### config.mk
export PLATFORM = sky130hd
export DESIGN_NAME = line_rasterizer
export DESIGN_NICKNAME = d
export VERILOG_FILES = /design/src/rtl/line_rasterizer.sv
export SDC_FILE = /design/constraint.sdc
export NUM_CORES = 1
export LEC_CHECK = 0
export ABC_CLOCK_PERIOD_IN_PS = 8900
export CORE_UTILIZATION = 62
export DETAILED_ROUTE_END_ITERATION = 10
export HOLD_SLACK_MARGIN = 0.03
export PLACE_DENSITY = 0.88
export SETUP_SLACK_MARGIN = 0.2
export SLEW_MARGIN = 20
export SYNTH_ARGS = -nofsm -noshare
export SYNTH_HDL_FRONTEND = slang
export SYNTH_SLANG_ARGS = --single-unit
### constraint.sdc
create_clock -name clk -period 8.9 [get_ports clk]
set_input_delay 1.78 -clock clk [delete_from_list [all_inputs] [get_ports clk]]
set_output_delay 1.78 -clock clk [all_outputs]
set_load 0.02 [all_outputs]
### src/rtl/line_rasterizer.sv
// Bresenham line rasterizer: accepts endpoint pairs in IDLE and streams every
// pixel of the line over a valid/ready handshake, then pulses done.
module line_rasterizer #(
    parameter int COORD_W = 8
) (
    input  logic               clk,
    input  logic               rst,
    input  logic               start,
    input  logic [COORD_W-1:0] x0,
    input  logic [COORD_W-1:0] y0,
    input  logic [COORD_W-1:0] x1,
    input  logic [COORD_W-1:0] y1,
    output logic               busy,
    output logic               pix_valid,
    output logic [COORD_W-1:0] pix_x,
    output logic [COORD_W-1:0] pix_y,
    input  logic               pix_ready,
    output logic               done
);

    typedef enum logic [1:0] {
        S_IDLE  = 2'd0,
        S_SETUP = 2'd1,
        S_DRAW  = 2'd2,
        S_DONE  = 2'd3
    } state_t;

    state_t r_state;
    state_t w_state_nxt;

    logic [COORD_W-1:0]        r_x0, r_y0, r_x1, r_y1;
    logic [COORD_W-1:0]        r_dx, r_dy;
    logic                      r_sx_neg, r_sy_neg;
    logic signed [COORD_W+1:0] r_err;
    logic [COORD_W-1:0]        r_pix_x, r_pix_y;

    logic                      w_xfer;
    logic                      w_at_end;
    logic [COORD_W-1:0]        w_dx, w_dy;
    logic signed [COORD_W+2:0] w_e2, w_neg_dy, w_dx_ext;
    logic                      w_step_x, w_step_y;
    logic signed [COORD_W+1:0] w_err_sub, w_err_add, w_err_nxt;

    assign w_xfer   = (r_state == S_DRAW) && pix_ready;
    assign w_at_end = (r_pix_x == r_x1) && (r_pix_y == r_y1);

    assign w_dx = (r_x1 >= r_x0) ? (r_x1 - r_x0) : (r_x0 - r_x1);
    assign w_dy = (r_y1 >= r_y0) ? (r_y1 - r_y0) : (r_y0 - r_y1);

    // Decision terms use the error value held before this step's update.
    assign w_e2     = {r_err, 1'b0};
    assign w_neg_dy = -$signed({3'b000, r_dy});
    assign w_dx_ext = $signed({3'b000, r_dx});
    assign w_step_x = (w_e2 > w_neg_dy);
    assign w_step_y = (w_e2 < w_dx_ext);

    assign w_err_sub = w_step_x ? {2'b00, r_dy} : {(COORD_W+2){1'b0}};
    assign w_err_add = w_step_y ? {2'b00, r_dx} : {(COORD_W+2){1'b0}};
    assign w_err_nxt = r_err - w_err_sub + w_err_add;

    // State register
    always_ff @(posedge clk or posedge rst) begin
        if (rst) begin
            r_state <= S_IDLE;
        end else begin
            r_state <= w_state_nxt;
        end
    end

    // Next-state logic
    always_comb begin
        w_state_nxt = r_state;
        case (r_state)
            S_IDLE: begin
                if (start) begin
                    w_state_nxt = S_SETUP;
                end else begin
                    w_state_nxt = S_IDLE;
                end
            end
            S_SETUP: w_state_nxt = S_DRAW;
            S_DRAW: begin
                if (w_xfer && w_at_end) begin
                    w_state_nxt = S_DONE;
                end else begin
                    w_state_nxt = S_DRAW;
                end
            end
            S_DONE:  w_state_nxt = S_IDLE;
            default: w_state_nxt = S_IDLE;
        endcase
    end

    // Output decode from the registered state
    always_comb begin
        busy      = 1'b0;
        pix_valid = 1'b0;
        done      = 1'b0;
        case (r_state)
            S_IDLE:  busy = 1'b0;
            S_SETUP: busy = 1'b1;
            S_DRAW: begin
                busy      = 1'b1;
                pix_valid = 1'b1;
            end
            S_DONE: begin
                busy = 1'b1;
                done = 1'b1;
            end
            default: busy = 1'b0;
        endcase
    end

    // Coordinate capture, setup arithmetic and pixel stepping
    always_ff @(posedge clk or posedge rst) begin
        if (rst) begin
            r_x0     <= {COORD_W{1'b0}};
            r_y0     <= {COORD_W{1'b0}};
            r_x1     <= {COORD_W{1'b0}};
            r_y1     <= {COORD_W{1'b0}};
            r_dx     <= {COORD_W{1'b0}};
            r_dy     <= {COORD_W{1'b0}};
            r_sx_neg <= 1'b0;
            r_sy_neg <= 1'b0;
            r_err    <= {(COORD_W+2){1'b0}};
            r_pix_x  <= {COORD_W{1'b0}};
            r_pix_y  <= {COORD_W{1'b0}};
        end else begin
            case (r_state)
                S_IDLE: begin
                    if (start) begin
                        r_x0 <= x0;
                        r_y0 <= y0;
                        r_x1 <= x1;
                        r_y1 <= y1;
                    end else begin
                        r_x0 <= r_x0;
                    end
                end
                S_SETUP: begin
                    r_dx     <= w_dx;
                    r_dy     <= w_dy;
                    r_sx_neg <= (r_x1 < r_x0);
                    r_sy_neg <= (r_y1 < r_y0);
                    r_err    <= $signed({2'b00, w_dx}) - $signed({2'b00, w_dy});
                    r_pix_x  <= r_x0;
                    r_pix_y  <= r_y0;
                end
                S_DRAW: begin
                    // The endpoint is never stepped past, so coordinates cannot wrap.
                    if (w_xfer && !w_at_end) begin
                        r_err <= w_err_nxt;
                        if (w_step_x) begin
                            r_pix_x <= r_sx_neg ? (r_pix_x - {{(COORD_W-1){1'b0}}, 1'b1})
                                                : (r_pix_x + {{(COORD_W-1){1'b0}}, 1'b1});
                        end else begin
                            r_pix_x <= r_pix_x;
                        end
                        if (w_step_y) begin
                            r_pix_y <= r_sy_neg ? (r_pix_y - {{(COORD_W-1){1'b0}}, 1'b1})
                                                : (r_pix_y + {{(COORD_W-1){1'b0}}, 1'b1});
                        end else begin
                            r_pix_y <= r_pix_y;
                        end
                    end else begin
                        r_err <= r_err;
                    end
                end
                default: r_err <= r_err;
            endcase
        end
    end

    assign pix_x = r_pix_x;
    assign pix_y = r_pix_y;

endmodule

==> results.sh, run 1 <==
export IMPL_timing_slew_headroom_pct=52.0
export IMPL_cts_htree_levels=3
export IMPL_path_cells="nor2_1 -> nand3_1 -> or4_1 -> xnor2_1 -> ha_1 -> and4_1 -> nand3_1 -> o21ai_0 -> o21ba_2 -> or2_2 -> and2_1 -> fa_1 -> inv_1 -> ha_1 -> nor2b_1 -> o21a_1 -> o21ai_0 -> a211oi_1 -> or3_1 -> a311oi_1 -> a21oi_1"
export IMPL_report_final_slew_viol_count=0
export IMPL_dieWidth_um=107
export IMPL_grt_remaining_overflow=0
export IMPL_wire_per_inst_um=18.8
export IMPL_max_clock_path_buffers=2
export IMPL_drive_above_1_share_pct=10.7
export IMPL_rsz0062_at_grt="false"
export IMPL_fp_row_count=37
export IMPL_yosysWarningCount=0
export IMPL_hold_path_class="flop to flop"
export IMPL_worstSkewPairLatency_ns=0.38
export IMPL_netlist_cell_type_count=68
export IMPL_post_cts_resized=0
export IMPL_cell_with_the_biggest_individual_delay_on_the_critical_path="fa_1"
export IMPL_cts_tree="built"
export IMPL_drv_max_cap_violation_count=0
export IMPL_setup_tns_final_ns=0
export IMPL_final_common_cell="inv_1"
export IMPL_remaining_drc_errors=0
export IMPL_timing_worst_slew_pin_value_ns=0.716
export IMPL_synthesis_nets=875
export IMPL_post_cts_setup_buffers=0
export IMPL_clkSlewWorstSetupHoldPaths_ns=0.09
export IMPL_outcome="complete, no violations"
export IMPL_finalSetupViolations=0
export IMPL_route_final_wire_length_um=17500
export IMPL_gr_usage_all_layers_pct=32.9
export IMPL_dieHeight_um=107
export IMPL_gp_congestion=0.967
export IMPL_cts_sink_count=78
export IMPL_synth_seq_cells=78
export IMPL_vias=5754
export IMPL_met2RoutedLength_um=8400
export IMPL_first_global_vias=5830
export IMPL_cts_root_buf="clkbuf_8"
export IMPL_drtIter0Drc=413
export IMPL_worstSetupEndpointType="flop"
export IMPL_most_common_layout_cells="94 x inv_1, 83 x ha_1, 78 x dfrtp_1"
export IMPL_place_detailed_hpwl_um=13700
export IMPL_core_area_um2=10500
export IMPL_grt_pass1_wl_um=28800
export IMPL_cts_inserted_buffers=9
export IMPL_routed_length_on_met3_um=1250
export IMPL_syn_area_um2=6790
export IMPL_drt_pass1_iter_count=7
export IMPL_slowest_delay_ns=0.50
export IMPL_number_of_synthesized_flops_with_an_enable_pin=0
export IMPL_dieArea_um2=11400
export IMPL_topRoutingLayerUsed="met4"
export IMPL_grt_antenna_before_repair=0
export IMPL_drt_met1_wl_um=7360
export IMPL_buffer_ports_inserted=54
export IMPL_drtAntennaViolNets=0
export IMPL_routed_via_density=6.17
export IMPL_asyncSetResetFlopFracSynth_pct=100
export IMPL_critPathArrivalTime_ns=5.77
export IMPL_fmaxAchievable_mhz=181
export IMPL_period_utilization_pct=62.2
export IMPL_area_growth_synth_to_final_pct=13.1
export IMPL_fin_worst_skew_ns=0.0156
export IMPL_worst_setup_path_start_kind="flop"
export IMPL_io_pins=55
export IMPL_synth_main_ff_cell="dfrtp_1"
export IMPL_report_final_hold_viol_count=0
export IMPL_antennaDiodeCount=0
export IMPL_cts_hold_buffers_added=0
export IMPL_critical_path_max_fanout=7
export IMPL_layout_nets=927
export IMPL_syn_instance_count=740
export IMPL_fin_crit_ns=5.54
export IMPL_setup_worst_path_class="flop to flop"
export IMPL_filler_cell_count=792
export IMPL_grt_max_degree=79
export IMPL_cp_data_required_time_ns=9.13
export IMPL_synthesis_area_per_instance_um2=9.17
export IMPL_initial_core_util_pct=64.9
export IMPL_synth_yosys_seq_area_share_pct=28.8
[Yosys cell counts, types with 5 or more instances]
library cell	n	area share [%]
nand3_1	10	0.74
nand2b_1	6	0.55
o21ai_0	31	2.3
a21oi_1	49	3.6
o41ai_1	5	0.65
and2_1	5	0.46
o211ai_1	8	0.88
inv_1	95	5.3
dfrtp_1	78	29
nand4_1	8	0.74
ha_1	84	15
xor2_1	32	4.1
mux2i_1	13	1.9
clkbuf_1	10	0.55
nor2_1	54	3.0
nor4_1	7	0.65
fa_1	15	4.4
xnor2_1	23	3.0
a21o_1	8	0.88
mux2_2	40	6.6
nor3_1	10	0.74
a31oi_1	8	0.74
o21a_1	7	0.77
nor2b_1	12	1.1
or2_2	6	0.55
nand2_1	40	2.2
o22ai_1	8	0.74
[layout make-up]
class	count	area, um^2	share of cell area [%]
clock inverters	5	41.3	0.538
multi-input cells	548	4400	57.3
flip-flops and latches	78	1950	25.4
inverters	95	357	4.64
clock buffers	11	151	1.97
well taps	136	170	2.22
repair buffers	60	606	7.89
[path summary, 6_finish.rpt]
kind	startpoint	to	slack, ns	depth (start not counted)
max	r_dy[2]	r_err[8]	3.36	21
min	r_y0[0]	r_y0[0]	0.55	1
max reg2reg	r_dy[2]	r_err[8]	3.36	21
min reg2reg	r_y0[0]	r_y0[0]	0.55	1
max in group asynchronous	rst	r_err[6]	6.52	4
min in group asynchronous	rst	r_sx_neg	1.81	3
[critical path, delay by kind of cell, from the launching register on]
| family | cells | cell delay [ns] |
|---|---|---|
| xor+xnor | 1 | 0.17 |
| fa+ha+maj | 3 | 1.12 |
| flops | 1 | 0.44 |
| buf+inv | 1 | 0.05 |
| compound gates | 7 | 1.38 |
| simple gates | 9 | 2.24 |
[metrics by stage]
step | utilization, % | cell area [um^2] | worst slack, ns | hold slack, ns | std cells
finish | 73.4 | 7680 | 3.36 | 0.553 | 933
global route | 73.4 | 7680 | 2.99 | 0.572 | 933
CTS | 73.1 | 7650 | 3.48 | 0.555 | 932
detailed placement | 71.3 | 7460 | 3.51 | 0.534 | 916
global placement | 71.3 | 7450 | 3.81 | 0.540 | 916
floorplan | - | 6790 | 3.97 | 0.495 | 740
[routing by layer]
layer | global-route usage, % | vias to the layer above
met2 | 53.7 | 224
met5 | 0 | -
li1 | - | 2678
met3 | 4.50 | 44
met4 | 13.4 | 0
met1 | 44.2 | 2808
[cells by family after synthesis]
| kind of cell | after synthesis | share of synthesized area, % |
|---|---|---|
| flops | 78 | 28.8 |
| mux | 56 | 9.22 |
| simple gates | 176 | 12.8 |
| fa+ha+maj | 99 | 19.9 |
| compound gates | 162 | 15.8 |
| xor+xnor | 55 | 7.10 |
| buf+inv | 114 | 6.43 |
[registers in the layout, summed over array words and instances (netlist names)]
register and cells:
r_sx_neg 1, pix_y 8, r_dx 8, r_y0 8, r_x0 8, r_y1 8
r_sy_neg 1, r_dy 8, pix_x 8, r_x1 8, r_state 2, r_err 10
Power of run 1 is not shown: default switching activity piles up to over one toggle a cycle in this logic, so the estimate is an artifact.
==> run 2, diff against run 1 <==
--- a/config.mk
+++ b/config.mk
@@ -5,11 +5,11 @@
 export SDC_FILE = /design/constraint.sdc
 export NUM_CORES = 1
 export LEC_CHECK = 0
-export ABC_CLOCK_PERIOD_IN_PS = 8900
-export CORE_UTILIZATION = 62
+export ABC_CLOCK_PERIOD_IN_PS = 4900
+export CORE_UTILIZATION = 54
 export DETAILED_ROUTE_END_ITERATION = 10
 export HOLD_SLACK_MARGIN = 0.03
-export PLACE_DENSITY = 0.88
+export PLACE_DENSITY = 0.82
 export SETUP_SLACK_MARGIN = 0.2
 export SLEW_MARGIN = 20
 export SYNTH_ARGS = -nofsm -noshare
==> constraint.sdc (replaced) <==
create_clock -name clk -period 4.9 [get_ports clk]
set_input_delay 0.98 -clock clk [delete_from_list [all_inputs] [get_ports clk]]
set_output_delay 0.98 -clock clk [all_outputs]
set_load 0.02 [all_outputs]
==> run 2 against run 1 <==
Via count barely moved. Hold slack got worse by 0.0034 ns. Worst setup slack got worse by 3.2 ns. Sequential share of layout area fell by 0.98 points. Maximum frequency up 16%. Clock skew is 0.0089 ns lower. Wire length up 1.8%. Cell count rose by 4.6%. Non-clock buffer count increased by 11. Die area rose by 15%. First-iteration DRC count shrank 21%.
==> results.sh, run 2 (synthesized netlist as in run 1, its figures left out) <==
export IMPL_antennaDiodeCount=0
export IMPL_timing_final_ws_setup_ns=0.142
export IMPL_first_global_vias=5844
export IMPL_hold_path_class="flop to flop"
export IMPL_cp_data_required_time_ns=5.11
export IMPL_cts_tree="built"
export IMPL_timing_worst_slew_pin_value_ns=1.04
export IMPL_max_flop_register="r_err"
export IMPL_pre_cts_ws_ns=-0.0171
export IMPL_regToRegSetupSlack_ns=0.14
export IMPL_layout_nets=938
export IMPL_grt_remaining_overflow=0
export IMPL_critical_path_max_fanout=4
export IMPL_routed_via_density=5.90
export IMPL_cts_inserted_buffers=9
export IMPL_filler_cell_count=1004
export IMPL_critPathArrivalTime_ns=4.96
export IMPL_worstSetupEndpointType="flop"
export IMPL_io_pins=55
export IMPL_drive_above_1_share_pct=14.1
export IMPL_dieArea_um2=13000
export IMPL_grt_pass1_wl_um=28700
export IMPL_finalSetupViolations=0
export IMPL_report_final_hold_viol_count=0
export IMPL_buffer_ports_inserted=54
export IMPL_hold_worst_slack_ns=0.549
export IMPL_fin_worst_skew_ns=0.00661
export IMPL_drtIter0Drc=328
export IMPL_gp_congestion=0.935
export IMPL_rsz0062_at_grt="true"
export IMPL_hold_path_cell_count=1
export IMPL_timing_slew_headroom_pct=30.5
export IMPL_worst_setup_path_start_kind="flop"
export IMPL_cts_htree_levels=3
export IMPL_multiInputGateArea_um2=4500
export IMPL_outcome="complete, no violations"
export IMPL_clkSlewWorstSetupHoldPaths_ns=0.06
export IMPL_regToRegStartpoint="r_dy[3]"
export IMPL_drv_max_cap_violation_count=0
export IMPL_place_detailed_hpwl_um=13800
export IMPL_cts_sink_count=78
export IMPL_seq_area_um2=1950
export IMPL_drtAntennaViolNets=0
export IMPL_dieHeight_um=114
export IMPL_area_growth_synth_to_final_pct=17.7
export IMPL_worstSkewPairLatency_ns=0.35
export IMPL_gr_usage_all_layers_pct=28.9
export IMPL_setup_worst_path_class="flop to flop"
export IMPL_remaining_drc_errors=0
export IMPL_route_final_wire_length_um=17800
export IMPL_timing_rr_end="r_err[8]"
export IMPL_grt_max_degree=50
export IMPL_max_clock_path_buffers=2
export IMPL_fmaxAchievable_mhz=210
export IMPL_core_area_um2=12100
export IMPL_initial_core_util_pct=56.0
export IMPL_worst_r2r_cell_count=21
export IMPL_drt_pass1_iter_count=5
export IMPL_holdPathEnd="pix_y[7]"
export IMPL_final_common_cell="inv_1"
export IMPL_setup_tns_final_ns=0
export IMPL_wire_per_inst_um=18.3
export IMPL_fin_crit_ns=4.76
export IMPL_vias=5758
export IMPL_most_common_layout_cells="92 x inv_1, 82 x ha_1, 78 x dfrtp_1"
export IMPL_flip_flop_count_of_the_largest_register_all_copies_and_words_added=10
export IMPL_worst_hold_start="r_y0[7]"
export IMPL_cts_root_buf="clkbuf_16"
export IMPL_dieWidth_um=114
export IMPL_report_final_slew_viol_count=0
export IMPL_grt_antenna_before_repair=0
export IMPL_fp_row_count=40
export IMPL_period_utilization_pct=97.1
## run 2: cell types whose count changed in the layout (fill, tap and decap cells not counted), sizes merged
cell      before  now
clkinv         2    5
buf            6   17
clkbuf        11   10
inv           96   94
clkinvlp       2    1
bufinv         0    1
## run 2: repair_timing
item / 4_1_cts / 5_1_grt
pin swaps: 3 / 8
setup endpoints to repair: 5 / 5
setup buffers: 5 / 4
hold buffers: 0 / 0
hold endpoints to repair: 0 / 0
gates resized for setup: 5 / 18
## run 2: worst max-delay path by stage
| stage | from | end | slack, ns | depth (start not counted) |
|---|---|---|---|---|
| after floorplan | r_dy[3] | r_err[8] | 0.20 | 22 |
| after global placement | r_dy[3] | r_err[8] | 0.13 | 21 |
| after detailed placement | r_dy[2] | r_err[8] | -0.02 | 21 |
| after CTS | r_dy[2] | r_err[8] | 0.20 | 21 |
| after global routing | r_dy[3] | r_err[8] | -0.05 | 20 |
| final | r_dy[3] | r_err[8] | 0.14 | 21 |
## run 2: cell type report
cell class,instances,share of cell area (%)
inverters,95,4.48
flip-flops and latches,78,24.4
multi-input cells,548,56.3
clock inverters,6,0.768
repair buffers,71,8.37
well taps,168,2.63
clock buffers,10,2.99
## run 2: critical path, stage by stage, from the launching register on
cell and delay, ns:
dfrtp_1 0.40, nor2_4 0.12, nand3_2 0.09, or4_4 0.45, xnor2_2 0.15, ha_1 0.30
and4_1 0.19, nand3_2 0.10, o21ai_1 0.14, o21ba_4 0.19, or2_4 0.26, and2_4 0.16
fa_1 0.51, inv_2 0.05, ha_4 0.24, nor2b_4 0.12, o21a_1 0.19, o21ai_2 0.17
a211oi_2 0.09, or3_1 0.33, a311oi_1 0.28, a21oi_1 0.06
## run 2: layer usage
metal  track usage [%]  up-vias  routed length [um]
li1                  -     2694                   -
met4              15.6        0                 809
met3              5.98       58                1180
met2              47.6      227                8480
met1              35.6     2779                7350
met5                 0        -                   0
## run 2: stage by stage
step | util, % | area, um^2 | instances
after floorplan | - | 6820 | 740
after global placement | 62.3 | 7550 | 951
after detailed placement | 62.3 | 7550 | 951
after CTS | 65.2 | 7890 | 972
after global routing | 65.9 | 7990 | 976
final | 65.9 | 7990 | 976
Power of run 2 is left out for the same reason.
==> run 3, diff against run 2 <==
--- a/config.mk
+++ b/config.mk
@@ -6,10 +6,12 @@
 export NUM_CORES = 1
 export LEC_CHECK = 0
 export ABC_CLOCK_PERIOD_IN_PS = 4900
+export CORE_MARGIN = 8
 export CORE_UTILIZATION = 54
 export DETAILED_ROUTE_END_ITERATION = 10
 export HOLD_SLACK_MARGIN = 0.03
 export PLACE_DENSITY = 0.82
+export RECOVER_POWER = 100
 export SETUP_SLACK_MARGIN = 0.2
 export SLEW_MARGIN = 20
 export SYNTH_ARGS = -nofsm -noshare
==> run 3 against run 2 <==
The run now ends with capacitance limit, slew limit left. Via count decreased by 0.19%. Critical path type unchanged. Critical path depth is 1 lower. Non-clock buffer count increased by 4. Hold slack worse by 0.016 ns. Register-to-register slack worse by 0.05 ns. Flip-flop and latch count stayed put. Clock skew shrank 0.0010 ns. Core utilization down 1.6 points. Die area is 26% higher. First-iteration DRC count grew 41%. Clock-buffer cell count is 2 higher.
==> results.sh, run 3 (synthesized netlist as in run 1, its figures left out) <==
export IMPL_cts_hold_buffers_added=0
export IMPL_antennaDiodeCount=0
export IMPL_worstSkewPairLatency_ns=0.35
export IMPL_worst_setup_path_start_kind="flop"
export IMPL_cts_htree_levels=3
export IMPL_remaining_drc_errors=0
export IMPL_route_final_wire_length_um=17900
export IMPL_slowest_delay_ns=0.51
export IMPL_io_pins=55
export IMPL_flip_flop_count_of_the_largest_register_all_copies_and_words_added=10
export IMPL_layout_nets=942
export IMPL_final_non_filler_cell_area_um2=8020
export IMPL_place_detailed_hpwl_um=13400
export IMPL_timing_final_ws_setup_ns=0.0962
export IMPL_fin_crit_ns=4.80
export IMPL_pre_cts_ws_ns=-0.0627
export IMPL_drive_above_1_share_pct=13.4
export IMPL_max_clock_path_buffers=2
export IMPL_delay_heaviest_family_cp="simple AND/OR/NAND/NOR gates"
export IMPL_timing_slew_headroom_pct=-63.4
export IMPL_period_utilization_pct=98.0
export IMPL_placement_cell_area_um2=7560
export IMPL_drv_max_cap_violation_count=3
export IMPL_cts_tree="built"
export IMPL_buffer_ports_inserted=54
export IMPL_critPathArrivalTime_ns=5.00
export IMPL_timing_worst_slew_pin_value_ns=2.44
export IMPL_area_growth_synth_to_final_pct=18.1
export IMPL_grt_max_degree=54
export IMPL_gp_congestion=0.920
export IMPL_path_common_cell="a21oi_1"
export IMPL_cts_root_buf="clkbuf_16"
export IMPL_fmaxAchievable_mhz=208
export IMPL_core_area_um2=12500
export IMPL_vias=5747
export IMPL_critical_path_buf_inv_count=1
export IMPL_cts_sink_count=78
export IMPL_clkSlewWorstSetupHoldPaths_ns=0.06
export IMPL_wire_per_inst_um=18.2
export IMPL_hold_worst_slack_ns=0.534
export IMPL_first_global_vias=5951
export IMPL_hold_path_class="flop to flop"
export IMPL_report_final_slew_viol_count=120
export IMPL_dieWidth_um=128
export IMPL_cts_inserted_buffers=9
export IMPL_gr_usage_all_layers_pct=22.3
export IMPL_grt_remaining_overflow=0
export IMPL_fin_worst_skew_ns=0.00559
export IMPL_cell_with_the_biggest_individual_delay_on_the_critical_path="fa_1"
export IMPL_drtIter0Drc=461
export IMPL_final_common_cell="inv_1"
export IMPL_grt_antenna_before_repair=0
export IMPL_worstSetupEndpointType="flop"
export IMPL_most_common_layout_cells="92 x inv_1, 81 x ha_1, 78 x dfrtp_1"
export IMPL_drtAntennaViolNets=0
export IMPL_critical_path_max_fanout=3
export IMPL_drt_pass1_iter_count=5
export IMPL_setup_worst_path_class="flop to flop"
export IMPL_initial_core_util_pct=54.4
export IMPL_dieArea_um2=16400
export IMPL_filler_cell_count=1000
export IMPL_finalSetupViolations=0
export IMPL_failed_checks="capacitance limit, slew limit"
export IMPL_rsz0062_at_grt="true"
export IMPL_grt_pass1_wl_um=28800
export IMPL_fp_row_count=41
export IMPL_path_cells="nor2_2 -> nand3_2 -> or4_4 -> xnor2_2 -> ha_1 -> o21ai_0 -> a21oi_1 -> o21ba_4 -> or2_4 -> and2_4 -> fa_1 -> inv_2 -> ha_4 -> nor2b_4 -> o21a_1 -> o21ai_2 -> a211oi_2 -> or3_1 -> a311oi_1 -> a21oi_1"
export IMPL_cp_data_required_time_ns=5.10
export IMPL_max_flop_register="r_err"
export IMPL_final_util_pct=64.3
export IMPL_routed_via_density=5.84
export IMPL_dieHeight_um=128
export IMPL_report_final_hold_viol_count=0
export IMPL_outcome="finished with violations"
==> run 3: cell types whose count changed in the layout (fill, tap and decap cells not counted), sizes merged <==
cell,change
clkdlybuf4s50,-21
dlygate4sd3,+21
clkbuf,+7
clkinv,-3
buf,-1
bufinv,+1
==> run 3: area by class of cell <==
cell class	instances	area, um^2	area share, %
Sequential cell	78	1950	24.4
Clock inverter	4	70.1	0.874
Inverter	95	358	4.46
Tap cell	172	215	2.68
Timing Repair Buffer	75	687	8.57
Multi-Input combinational cell	548	4490	56.0
Clock buffer	12	246	3.08
==> run 3: metal layers <==
layer	share of wire, %	vias up	global-route usage, %
met5	0	-	0
met2	48	208	37.6
met1	42	2763	26.4
met3	6.1	50	4.49
met4	3.9	0	11.6
li1	-	2726	-
==> run 3: repair_timing <==
action,in CTS,in global routing
pin swaps,3,14
endpoints found under the hold margin,0,0
gates cloned,0,0
endpoints found under the setup margin,5,6
gates resized for setup,5,24
buffers inserted,5,7
==> run 3: final timing paths <==
path	startpoint	to	slack (ns)	cells past startpoint
setup / recovery	r_dy[3]	r_err[8]	0.1	20
hold / removal	r_x0[7]	r_x0[7]	0.53	1
setup reg to reg	r_dy[3]	r_err[8]	0.1	20
hold reg to reg	r_x0[7]	r_x0[7]	0.53	1
max in group asynchronous	rst	r_y0[1]	1.05	3
min in group asynchronous	rst	r_x1[2]	1.75	2
==> run 3: per-stage QoR <==
stage / cells / setup TNS [ns]
global placement: 956 / 0
global route: 984 / -0.0860
detailed placement: 956 / -0.0726
CTS: 977 / 0
finish: 984 / 0
floorplan: 740 / 0
Power of run 3 is left out for the same reason.
==> RTL change 1: new RTL, flow settings as in run 3 <==
Re-encode `state_t` (4 states) as Gray code, 2 bits wide.
--- a/src/rtl/line_rasterizer.sv
+++ b/src/rtl/line_rasterizer.sv
@@ -21,6 +21,6 @@
     typedef enum logic [1:0] {
-        S_IDLE  = 2'd0,
-        S_SETUP = 2'd1,
-        S_DRAW  = 2'd2,
-        S_DONE  = 2'd3
+        S_IDLE  = 2'b00,
+        S_SETUP = 2'b01,
+        S_DRAW  = 2'b11,
+        S_DONE  = 2'b10
     } state_t;
Function: no difference found for any inputs over 4 cycles, from zero or initial values and one cycle with rst high; so few cycles prove little.
==> RTL change 1 against run 3 <==
  * Wire length decreased by 1.8%
  * Synthesized area shrank 1.5%
  * Setup slack got worse by 0.16 ns
  * Sequential cell count stayed put
  * Critical path type unchanged
  * Non-clock buffer count increased by 5
  * Via count up 2.6%
  * Sequential share of layout area rose by 0.32 points
  * The run ends with capacitance limit, slew limit, setup timing left
  * Global-route usage fell by 0.37 points
  * Final cell count is 4.5% higher
  * Maximum frequency decreased by 3.2%
  * Final area decreased by 1.3%
Power is not shown: default switching activity piles up to over one toggle a cycle in this logic, so the estimate is an artifact.
==> RTL change 1: results (changes against run 3) <==
{
  "status": {
    "run_status": {"value": "complete, but fails checks", "change": "unchanged"},
    "failed_checks": {"value": "capacitance limit, slew limit, setup timing", "change": "was capacitance limit, slew limit"}
  },
  "critical_path": {
    "crit_path_max_fanout": {"value": 8, "change": "was 3"},
    "rr_endpoint": {"value": "r_err[7]$_DFFE_PP0P_", "change": "was r_err[8]$_DFFE_PP0P_"}
  },
  "worst_hold_path": {
    "hold_path_startpoint": {"value": "r_state[0]$_DFF_PP0_", "change": "was r_x0[7]$_DFFE_PP0P_"},
    "timing.hold.worst_path_depth": {"value": 0, "change": "was 1"}
  },
  "route": {
    "wl_met3": {"value": 1120, "unit": "µm", "change": "was 1100 µm"},
    "drt_iter0_drc": {"value": 327, "change": "was 461"},
    "detail_route.wirelength.met1": {"value": 7850, "unit": "µm", "change": "was 7500 µm"},
    "met2WireLength": {"value": 8040, "unit": "µm", "change": "was 8590 µm"},
    "drt-total-wl": {"value": 17600, "unit": "µm", "change": "was 17900 µm"}
  },
  "synthesis": {
    "post_synth_num_cell_types": {"value": 63, "change": "was 68"},
    "synth-compound-area-share": {"value": 20.2, "unit": "%", "change": "was 15.8%"},
    "synthesis.nets": {"value": 923, "change": "was 875"},
    "yosys.area_share.adder": {"value": 19.3, "unit": "%", "change": "was 19.9%"},
    "synth_xor_xnor_area_share": {"value": 6.55, "unit": "%", "change": "was 7.10%"},
    "synth_seq_area_share": {"value": 29.2, "unit": "%", "change": "was 28.8%"},
    "synth_top_cells_by_count": {"value": "93 x inv_1, 86 x nand2_1, 82 x o21ai_0", "change": "was 95 x inv_1, 84 x ha_1, 78 x dfrtp_1"}
  },
  "run": {
    "max_capacitance_violation_total": {"value": 2, "change": "was 3"}
  },
  "timing": {
    "timing.final.max_slew_violations": {"value": 122, "change": "was 120"},
    "setup_viol": {"value": 2, "change": "was 0"},
    "layout_setup_ws": {"value": -0.0603, "unit": "ns", "change": "was 0.0962 ns"},
    "timing.clock.skew": {"value": 0.00611, "unit": "ns", "change": "was 0.00559 ns"},
    "holdWs": {"value": 0.531, "unit": "ns", "change": "was 0.534 ns"}
  },
  "placement": {
    "gp_routability_congestion": {"value": 0.965, "change": "was 0.920"},
    "place_ws": {"value": -0.101, "unit": "ns", "change": "was -0.0627 ns"},
    "placed_area": {"value": 7460, "unit": "µm²", "change": "was 7560 µm²"}
  },
  "global_route": {
    "grt_first_pass_wirelength": {"value": 28600, "unit": "µm", "change": "was 28800 µm"}
  },
  "layout": {
    "fin_nets": {"value": 985, "change": "was 942"}
  }
}
[RTL change 1: cells by family (layout without fill, tap and decap cells)]
logic type	after synthesis	count (layout)
and+or+nand+nor	207	207
muxes	19	19
xor gates and xnor gates	50	50
buffers and inverters	122	189
DFF	78	78
AOI/OAI and AO/OA	223	223
adders and majority gates	94	94
[RTL change 1: routing by layer]
layer | track usage, % | vias up
li1 | - | 2876
met5 | 0 | -
met3 | 3.99 | 38
met4 | 9.45 | 0
met2 | 34.9 | 209
met1 | 28.7 | 2773
[RTL change 1: final cells by class]
type	instances	area (µm²)
fillers	1028	4150
inverters	93	350
clock buffers	15	258
multi-input cells	593	4390
clock inverters	1	5.00
repair buffers	80	743
well taps	168	210
flip-flops and latches	78	1950
[RTL change 1: worst max-delay path by stage]
stage,from,end,slack [ns],cells past startpoint
2_1_floorplan,r_dy[5]$_DFFE_PP0P_,r_err[9]$_DFFE_PP0P_,0.03,19
3_3_place_gp,r_dy[5]$_DFFE_PP0P_,r_err[9]$_DFFE_PP0P_,-0.01,19
3_5_place_dp,r_dy[5]$_DFFE_PP0P_,r_err[9]$_DFFE_PP0P_,-0.10,19
4_1_cts,r_dy[5]$_DFFE_PP0P_,r_err[9]$_DFFE_PP0P_,-0.07,20
5_1_grt,r_dy[5]$_DFFE_PP0P_,r_err[9]$_DFFE_PP0P_,-0.22,20
6_report,r_dy[5]$_DFFE_PP0P_,r_err[7]$_DFFE_PP0P_,-0.06,23
[RTL change 1: stage by stage]
step / std cells / TNS [ns]
floorplan: 793 / 0
global placement: 1003 / -0.0102
detailed placement: 1003 / -0.188
CTS: 1024 / -0.157
global route: 1028 / -0.724
finish: 1028 / -0.109
==> RTL change 2: new RTL, config.mk and constraints of run 3 <==
Without the edit above. Change the parameter `COORD_W` from 8 to 9.
--- a/src/rtl/line_rasterizer.sv
+++ b/src/rtl/line_rasterizer.sv
@@ -3,3 +3,3 @@
 module line_rasterizer #(
-    parameter int COORD_W = 8
+    parameter int COORD_W = 9
 ) (
Ports: changed (6 resized); port bits go from 55 to 61. The function was not compared with the original's and may differ.
==> RTL change 2 against run 3 <==
  * The flow still finishes with violations (capacitance limit, slew limit)
  * Synthesized cell count rose by 14%
  * Sequential cell count rose by 9
  * Wire length rose by 11%
  * Hold slack improved by 0.0036 ns
  * Critical path depth rose by 4
  * Core utilization rose by 0.63 points
  * Maximum frequency rose by 0.57%
  * Global-route usage fell by 0.14 points
  * Setup slack improved by 0.027 ns
  * Synthesized area rose by 14%
  * Final area rose by 13%
Power is not shown: default switching activity piles up to over one toggle a cycle in this logic, so the estimate is an artifact.
==> RTL change 2: results (changes against run 3) <==
{
  "global_route": {
    "grtUsageMet2": {"value": 36.5, "unit": "%", "change": "was 37.6%"},
    "grt_util_overall": {"value": 22.2, "unit": "%", "change": "was 22.3%"},
    "grt_first_pass_wirelength": {"value": 32800, "unit": "µm", "change": "was 28800 µm"},
    "grt_pass1_vias": {"value": 6521, "change": "was 5951"},
    "grtUsageMet3": {"value": 4.41, "unit": "%", "change": "was 4.49%"},
    "grt.met1_usage": {"value": 28.2, "unit": "%", "change": "was 26.4%"}
  },
  "status": {
    "failed_checks": {"value": "capacitance limit, slew limit", "change": "unchanged"},
    "run_status": {"value": "complete, but fails checks", "change": "unchanged"}
  },
  "synthesis": {
    "post_synth_num_cell_types": {"value": 66, "change": "was 68"},
    "synthesis.nets": {"value": 994, "change": "was 875"}
  },
  "placement": {
    "numPlacedInstances": {"value": 1071, "change": "was 956"},
    "gp_routability_congestion": {"value": 0.928, "change": "was 0.920"},
    "detailed_place_hpwl": {"value": 14900, "unit": "µm", "change": "was 13400 µm"},
    "place_ws": {"value": 0.0216, "unit": "ns", "change": "was -0.0627 ns"},
    "placement.io_buffers": {"value": 60, "change": "was 54"}
  },
  "layout": {
    "largest_register_ffs": {"value": 11, "change": "was 10"},
    "final_layout_size_suffix_gt1_share": {"value": 13.8, "unit": "%", "change": "was 13.4%"}
  },
  "critical_path": {
    "timing.reg2reg.worst_path_depth": {"value": 24, "change": "was 20"},
    "arrival": {"value": 5.05, "unit": "ns", "change": "was 5.00 ns"},
    "crit_path_max_fanout": {"value": 6, "change": "was 3"},
    "timing.critical_path.from": {"value": "r_dy[1]$_DFFE_PP0N_", "change": "was r_dy[3]$_DFFE_PP0N_"}
  },
  "route": {
    "routed_wire_length_per_instance": {"value": 18.0, "unit": "µm", "change": "was 18.2 µm"},
    "drt-total-wl": {"value": 19800, "unit": "µm", "change": "was 17900 µm"},
    "post_drt_via_cell_ratio": {"value": 5.92, "change": "was 5.84"},
    "drt_iter0_drc": {"value": 526, "change": "was 461"}
  },
  "run": {
    "max_capacitance_violation_total": {"value": 2, "change": "was 3"}
  },
  "timing": {
    "relative_slew_margins": {"value": -31.9, "unit": "%", "change": "was -63.4%"},
    "timing.final.max_slew_violations": {"value": 61, "change": "was 120"}
  },
  "clock_tree": {
    "ctsResizeCount": {"value": 10, "change": "was 5"}
  }
}
## RTL change 2: changes by cell type in the layout (fill, tap and decap cells not counted), sizes merged, moves of 10 or more
| cell | delta |
|---|---|
| xnor2 | +22 |
| xor2 | -16 |
| a21oi | +10 |
| o22ai | +12 |
| o21ai | +14 |
## RTL change 2: worst max-delay path, delay by kind of cell (launching register included)
family | cells | cell delay, ns
AO/OA/AOI/OAI | 7 | 1.01
XOR/XNOR | 2 | 0.23
adder cells (fa/ha/maj) | 4 | 1.13
buffers and inverters | 4 | 0.42
flip-flops | 1 | 0.39
AND/OR/NAND/NOR | 7 | 1.52
## RTL change 2: layer usage
metal	vias to the layer above	part of all wire, %
met4	0	2.4
met3	27	5.1
li1	3099	-
met2	191	48
met5	-	0
met1	3189	44
## RTL change 2: kinds of logic after synthesis
| logic type | synth area share [%] |
|---|---|
| AO/OA/AOI/OAI | 18.1 |
| AND/OR/NAND/NOR | 11.9 |
| buffers and inverters | 6.50 |
| adder cells (fa/ha/maj) | 19.2 |
| flip-flops | 28.1 |
| multiplexers | 9.28 |
| XOR/XNOR | 6.90 |
## RTL change 2: final cells by class
cell class	count	area, µm²
clock inverters	6	76.3
flip-flops and latches	87	2180
clock buffers	10	239
repair buffers	85	782
fillers	1104	4890
well taps	180	225
multi-input cells	636	5190
inverters	95	358
## RTL change 2: final timing paths
check / to / slack [ns]
hold reg to reg: r_y0[8]$_DFFE_PP0P_ / 0.54
setup reg to reg: r_err[9]$_DFFE_PP0P_ / 0.12
hold / removal: r_y0[8]$_DFFE_PP0P_ / 0.54
min in group asynchronous: r_dx[1]$_DFFE_PP0N_ / 1.58
setup / recovery: r_err[9]$_DFFE_PP0P_ / 0.12
max in group asynchronous: r_y1[4]$_DFFE_PP0P_ / 1.48
